==> src/rtl/vector_lsu.sv <==
// Vector load/store unit: one 32-bit element per cycle, bounds-checked against MEM_DEPTH.
// Optional macro VLSU_STRIDE_EN enables req_stride; without it, accesses are unit-stride.
module vector_lsu #(
  parameter int MEM_DEPTH = 31,
  parameter int NELEM     = 4
) (
  input  logic                  clk,
  input  logic                  rst,
  input  logic                  req_valid,
  output logic                  req_ready,
  input  logic                  req_op,
  input  logic [31:0]           req_base,
  input  logic [31:0]           req_stride,
  input  logic [2:0]            req_vl,
  input  logic [32*NELEM-1:0]   req_wdata,
  output logic                  rsp_valid,
  input  logic                  rsp_ready,
  output logic [32*NELEM-1:0]   rsp_rdata,
  output logic                  rsp_err,
  output logic [31:0]           mem_addr,
  output logic [31:0]           mem_wdata,
  output logic                  mem_we,
  output logic                  mem_re,
  input  logic [31:0]           mem_rdata
);

  localparam int unsigned IW = (NELEM > 1) ? $clog2(NELEM) : 1;

  typedef enum logic [1:0] {IDLE, XFER, RESP} state_t;

  state_t                  r_state, w_next;
  logic                    r_op;
  logic [31:0]             r_addr;
  logic [2:0]              r_vl;
  logic [IW-1:0]           r_idx;
  logic [NELEM-1:0][31:0]  r_wdata;
  logic [NELEM-1:0][31:0]  r_buf;
  logic                    r_err;

  logic                    w_accept;
  logic                    w_last;
  logic                    w_in_range;
  logic [2:0]              w_vl;
  logic [31:0]             w_stride;

`ifdef VLSU_STRIDE_EN
  logic [31:0] r_stride;

  always_ff @(posedge clk or posedge rst) begin
    if (rst)           r_stride <= '0;
    else if (w_accept) r_stride <= req_stride;
  end

  assign w_stride = r_stride;
`else
  logic w_unused_stride;
  assign w_unused_stride = ^req_stride;
  assign w_stride        = 32'd1;
`endif

  assign w_vl       = (req_vl > 3'(NELEM)) ? 3'(NELEM) : req_vl;
  assign w_accept   = (r_state == IDLE) && req_valid;
  assign w_last     = (3'(r_idx) == (r_vl - 3'd1));
  assign w_in_range = (r_addr < 32'(MEM_DEPTH));

  always_ff @(posedge clk or posedge rst) begin
    if (rst) r_state <= IDLE;
    else     r_state <= w_next;
  end

  always_comb begin
    w_next    = r_state;
    req_ready = 1'b0;
    rsp_valid = 1'b0;
    mem_re    = 1'b0;
    mem_we    = 1'b0;
    mem_addr  = '0;
    mem_wdata = '0;
    case (r_state)
      IDLE: begin
        req_ready = 1'b1;
        if (req_valid) w_next = (w_vl == 3'd0) ? RESP : XFER;
      end
      XFER: begin
        mem_addr  = r_addr;
        mem_wdata = r_wdata[r_idx];
        mem_re    = ~r_op & w_in_range;
        mem_we    = r_op & w_in_range;
        if (w_last) w_next = RESP;
      end
      RESP: begin
        rsp_valid = 1'b1;
        if (rsp_ready) w_next = IDLE;
      end
      default: w_next = IDLE;
    endcase
  end

  // base + idx*stride is kept as a running sum, stepped by stride per element (same value mod 2^32)
  always_ff @(posedge clk or posedge rst) begin
    if (rst) begin
      r_op    <= 1'b0;
      r_addr  <= '0;
      r_vl    <= '0;
      r_idx   <= '0;
      r_wdata <= '0;
      r_buf   <= '0;
      r_err   <= 1'b0;
    end else if (w_accept) begin
      r_op    <= req_op;
      r_addr  <= req_base;
      r_vl    <= w_vl;
      r_idx   <= '0;
      r_wdata <= req_wdata;
      r_buf   <= '0;
      r_err   <= 1'b0;
    end else if (r_state == XFER) begin
      if (!w_in_range) r_err <= 1'b1;
      else if (!r_op)  r_buf[r_idx] <= mem_rdata;
      r_addr <= r_addr + w_stride;
      if (!w_last) r_idx <= r_idx + IW'(1);
    end
  end

  assign rsp_rdata = r_buf;
  assign rsp_err   = r_err;

endmodule

==> config.mk <==
export PLATFORM = sky130hd
export DESIGN_NAME = vector_lsu
export DESIGN_NICKNAME = d
export VERILOG_FILES = /design/src/rtl/vector_lsu.sv
export SDC_FILE = /design/constraint.sdc
export NUM_CORES = 1
export LEC_CHECK = 0
export CAP_MARGIN = 10
export CORE_MARGIN = 2
export CORE_UTILIZATION = 40
export CTS_BUF_LIST = sky130_fd_sc_hd__clkbuf_4 sky130_fd_sc_hd__clkbuf_8
export DETAILED_ROUTE_END_ITERATION = 6
export PLACE_DENSITY = 0.74
export SYNTH_ARGS = -nofsm -noshare
export SYNTH_HDL_FRONTEND = slang
export SYNTH_SLANG_ARGS = --single-unit
==> constraint.sdc <==
create_clock -name clk -period 10.31 [get_ports clk]
set_input_delay 1.5465 -clock clk [delete_from_list [all_inputs] [get_ports clk]]
set_output_delay 1.5465 -clock clk [all_outputs]
set_load 0.01 [all_outputs]
======== Yosys cells after proc, flatten, opt, wreduce, memory -nomap -nowiden ========
Index checks and enable logic that the tools add are counted.
storage, ports and cells
  bits in registers ....................... 297
  bits in latches ......................... 0
  memory bits (writable) .................. 0
  bits in read-only memories .............. 0
  input bits .............................. 232
  word-level logic and storage cells ...... 72
  memories kept ........................... 0
operators by class
  add/sub/neg operators ................... 3
  $mul .................................... 0
  divide/modulo/power cells ............... 0
  order comparisons ....................... 4
  equality and inequality tests ........... 9
  shifts and indexed selects .............. 0
  multiplexer cells ....................... 29
  bitwise operators ....................... 3
  reductions and logical operators ........ 10
operators with widths
  operator                                                     number
  two-way mux 128 bit                                          4
  two-way mux 32 bit                                           6
  bitwise mux 128 bit                                          1
  binary-select mux 32 bit (select 2 bit)                      1
  demux 32 bit (select 2 bit)                                  1
  adder 32 x 1 -> 32 bit, second input constant                1
  less-than comparator 32 x 5 -> 1 bit, second input constant  1
  two-way mux 2 bit                                            7
  != test 2 bit, second input constant                         5
  two-way mux 1 bit                                            7
  one-hot mux 2 bit (3 select lines)                           1
  AND reduction 3 bit                                          2
  AND reduction 2 bit                                          2
  nonzero test 2 bit                                           2
  equality test 2 x 3 -> 1 bit                                 1
  > comparator 3 bit, second input constant                    1
  zero test 3 bit                                              1
  less-than comparator 2 x 3 -> 1 bit, second input constant   1
  two-way mux 3 bit                                            1
  subtractor 3 x 1 -> 3 bit, second input constant             1
  adder 2 x 1 -> 2 bit, second input constant                  1
  AND 1 bit                                                    2
  equality test 2 x 1 -> 1 bit, second input constant          1
  equality test 2 bit, second input constant                   1
  other kinds (5)                                              6

======== Depth between registers and ports, before layout ========
  depth after elaboration ................. 9
  mapped depth ............................ 9

======== Worst setup path after synthesis ========
Ideal clock, no wire load.
  kind .................................... register -> output
  start ................................... register r_idx[0]
  end ..................................... output port mem_wdata[10]
  data arrival time ....................... 1.756 ns
  data required time ...................... 8.764 ns
  slack ................................... 7.007 ns
  cell stages (with the launch flop) ...... 5
  buffers on the path ..................... 2
  cell sequence ........................... dfrtp_1 clkbuf_1 buf_2 mux4_2 and2_1
on the way
  cells in the longest elaborated chain, start to end .. 3
ends and longest elaborated chain
  item                                      RTL line  text
  from (decl)                               35        logic [IW-1:0] r_idx;
  from (signal assigned)                    121       if (!w_last) r_idx <= r_idx + IW'(1);
  binary-select mux 32 bit (select 2 bit)   86        mem_wdata = r_wdata[r_idx];
  two-way mux 32 bit (not written as such)  86
  two-way mux 32 bit                        79        case (r_state)
  to (decl)                                 21        output logic [31:0] mem_wdata,
Every way passes these cells. The select of a mux whose other input is x is not followed.

======== Final worst setup path ========
  start ................................... register r_state[0]
  end ..................................... output port mem_addr[31]
on the way
  cells in the longest elaborated chain, start to end .. 2
ends and longest elaborated chain
  item                          RTL line  text
  from (decl)                   31        state_t r_state, w_next;
  from (signal assigned)        68        else r_state <= w_next;
  equality test 2 x 1 -> 1 bit  79
  two-way mux 32 bit            79
  to (decl)                     20        output logic [31:0] mem_addr,
Every way passes these cells.

==> impl_metrics.csv <==
group,metric,value,unit
critical_path,worst_setup_path_start_kind,"register",
pwr,p_leak,8.43,nW
grt,grt_pass1_vias,11500,
final_layout,drive_gt1_frac,0.0845,
critical_path,crit_chain,"nor2b_4 > buf_4 > and2_1 > clkdlybuf4s50_1",
grt,use_met3,0.0730,
run,maxCapViolations,0,
placed_design,dp_slack,6.15,ns
cts,insertion_delay,0.56,ns
floorplan,row_count,66,
placed_design,detailedPlacementHpwl,26200,um
detailed_routing,drc,0,
yosys,synth_top_area_share,0.559,
cts,postCtsSetupRepairBufs,0,
timing,maxSlewHeadroom,0.320,
timing,slew_violations,0,
grt,grt_use_met2,0.368,
pwr,irDropWorstVdd,0.167,mV
yosys,synth_edf_count,0,
critical_path,cp_max_fo,56,
timing,tns,0,ns
grt,grt_usage,0.222,
final_layout,fillers,2866,
detailed_routing,drtIter0Drc,722,
critical_path,criticalPathCategory,"register to output port",
yosys,synth_simple_gate_area_frac,0.263,
cts,cts_tree,"yes",
grt,grt_pass1_wl,62400,um
grt,gr-total-overflow,0,
critical_path,reg2reg_from,"r_state[1]$_DFFE_PP0P_",
placed_design,routabilityCongestion,0.841,
timing,rsz0062_at_grt,"no",
pwr,power.total,4.53,mW
yosys,syn_area_per_cell,9.40,um2
yosys,synth.distinct_cells,49,
yosys,ys_async_sr_fraction,1.00,
worst_hold_path,min_from,"r_wdata[77]$_DFFE_PP0P_",
yosys,synthesis.area,13300,um2
yosys,yosys_register_bits,297,
yosys,postSynthCellCount,1416,
yosys,syn-num-nets,1654,
timing,min_period,4.60,ns
cts,clkSinkCount,297,
floorplan,die_w,186,um
floorplan,dieArea,34700,um2
detailed_routing,num_vias,11500,
cts,clock_path_buffers,3,
worst_hold_path,hp-class,"register to register",
grt,grt_max_degree,181,
cts,htreeDepth,2,
yosys,synth_area_leader_cell,"dfrtp_1",
critical_path,crit_start,"r_state[0]$_DFFE_PP0P_",
floorplan,core,32600,um2
floorplan,die_y,186,um
final_layout,layout.nets,2012,
pwr,p_per_area,243,nW/um2
critical_path,arrival,3.05,ns
final_layout,area_growth,40.2,%
yosys,synth_compound_area_frac,0.0701,
yosys,ys.flop_type,"dfrtp_1",
yosys,yosys.area_share.adder,0.00564,
yosys,yosys_warnings,0,
cts,post_cts_resized,0,
yosys,synth.area.top_cells,"dfrtp_1 56%, nand2_1 14%, nand3_1 5.5%, mux4_2 5.4%, o21ai_0 4.8%",
yosys,synth_top_family_by_area,"simple AND/OR/NAND/NOR gates",
timing,hold_violations,0,
floorplan,io_pins,429,
yosys,synthMuxAreaShare,0.0573,
grt,gr-usage-met1,0.279,
detailed_routing,ant_nets,0,
detailed_routing,routed_wl,38800,um
timing,min_period_over_period,0.446,
detailed_routing,viasPerCell,5.09,
cts,cts-root-buf,"clkbuf_8",
timing,worst_pin_slew,1.02,ns
critical_path,critPathRequiredTime,8.76,ns
timing,setup_viol,0,
cts,path_clk_slew,0.06,ns
placed_design,numPortBuffers,396,
floorplan,initial_utilization,0.408,
critical_path,cpPeakStageDelay,0.63,ns
grt,gr-max-usage-layer,"met2",
timing,clock.fmax,0.217,GHz
cts,cts_made_buffers,51,
yosys,synth_xor_area_frac,0.00856,
critical_path,crit_path_end_kind,"output port",
grt,antenna_found_initial,2,
yosys,seq_area_frac_synth,0.559,
outcome,status,"complete, no violations",
timing,fin_skew,0.0207,ns
critical_path,critPathTopFamily,"buffers and inverters",
detailed_routing,wl_per_cell,17.2,um
detailed_routing,first_pass_iters,5,
critical_path,crit_slowest_cell,"nor2b_4",
cts,hold_buffers,0,
critical_path,path_buf_inv,2,
timing,setup_ws,5.71,ns
[Yosys cell counts (4+ instances only)]
cell      instances
a21oi_1          15
and2_1           61
and3_1            4
and4_1            4
buf_1             5
buf_2             9
buf_6             6
clkbuf_1         80
dfrtp_1         297
ha_1              6
inv_1            10
mux4_2           32
nand2_1         482
nand3_1         145
nand3b_1          4
nand4_1          10
nor2_1           23
nor3_1           18
nor4_1           11
o211ai_1          7
o21ai_0         127
xnor2_1           8
xor2_1            5
[routing by layer]
metal  vias to the layer above  share of wire
li1                       5487              -
met1                      5457           0.41
met2                       466           0.48
met3                        61          0.097
met4                         2          0.021
met5                         -        0.00034
[layout by cell type, fill, tap and decap left out, types with 11 or more instances in the layout]
master,instances
nand2_1,481
clkdlybuf4s50_1,396
dfrtp_1,295
nand3_1,142
o21ai_0,127
clkbuf_8,61
and2_1,60
mux4_2,32
nor2_1,23
nor3_1,18
clkbuf_4,18
a21oi_1,15
nor4_1,11
[worst min-delay path, cell delays in order, from the launching register on]
cell	delay, ns
dfrtp_1	0.34
nand2_1	0.05
nand2_1	0.05
[through the flow]
stage	cell area [um2]	std cells	hold WS, ns	utilization
2_1_floorplan	13300	1416	0.440	-
3_3_place_gp	17500	2163	0.452	0.537
3_5_place_dp	17500	2163	0.458	0.537
4_1_cts	18700	2253	0.472	0.572
5_1_grt	18700	2254	0.491	0.572
6_report	18700	2254	0.468	0.572
[registers in the layout, indices dropped and copies added (netlist names)]
| register | flops |
|---|---|
| r_op | 1 |
| r_wdata | 128 |
| rsp_rdata | 128 |
| r_addr | 32 |
| r_vl | 3 |
| rsp_err | 1 |
| r_idx | 2 |
| r_state | 2 |
[logic make-up after synthesis]
logic type | count (synthesis)
and+or+nand+nor | 781
DFF | 297
AOI/OAI and AO/OA | 171
buffers and inverters | 112
muxes | 36
xor gates and xnor gates | 13
adders and majority gates | 6
[final cells by class]
| type | count | area [um2] | area share |
|---|---|---|---|
| tap | 442 | 553 | 0.0296 |
| clock inverter | 11 | 155 | 0.00832 |
| multi-input combinational | 1007 | 5420 | 0.290 |
| timing repair buffer | 407 | 4070 | 0.218 |
| antenna | 1 | 2.50 | 0.000134 |
| inverter | 10 | 45.0 | 0.00241 |
| sequential | 297 | 7430 | 0.399 |
| clock buffer | 79 | 975 | 0.0523 |
[worst paths after layout]
check,endpoint,slack [ns],depth (start not counted)
hold / removal,r_wdata[77]$_DFFE_PP0P_,0.47,2
setup reg to reg,r_wdata[61]$_DFFE_PP0P_,7.58,5
hold reg to reg,r_wdata[77]$_DFFE_PP0P_,0.47,2
setup / recovery,mem_addr[31],5.71,4
min in group asynchronous,rsp_rdata[32]$_DFFE_PP0P_,1.56,2
max in group asynchronous,r_idx[0]$_DFFE_PP0P_,7.13,3
[where the power goes]
part / internal, mW / switching [mW] / total [mW] / leakage, nW
combinational: 0.793 / 0.829 / 1.62 / 3.98
sequential: 1.48 / 0.261 / 1.74 / 3.85
clock: 0.699 / 0.468 / 1.17 / 0.605
total: 2.97 / 1.56 / 4.53 / 8.43
Note: power is estimated with default switching activity, not from simulation.
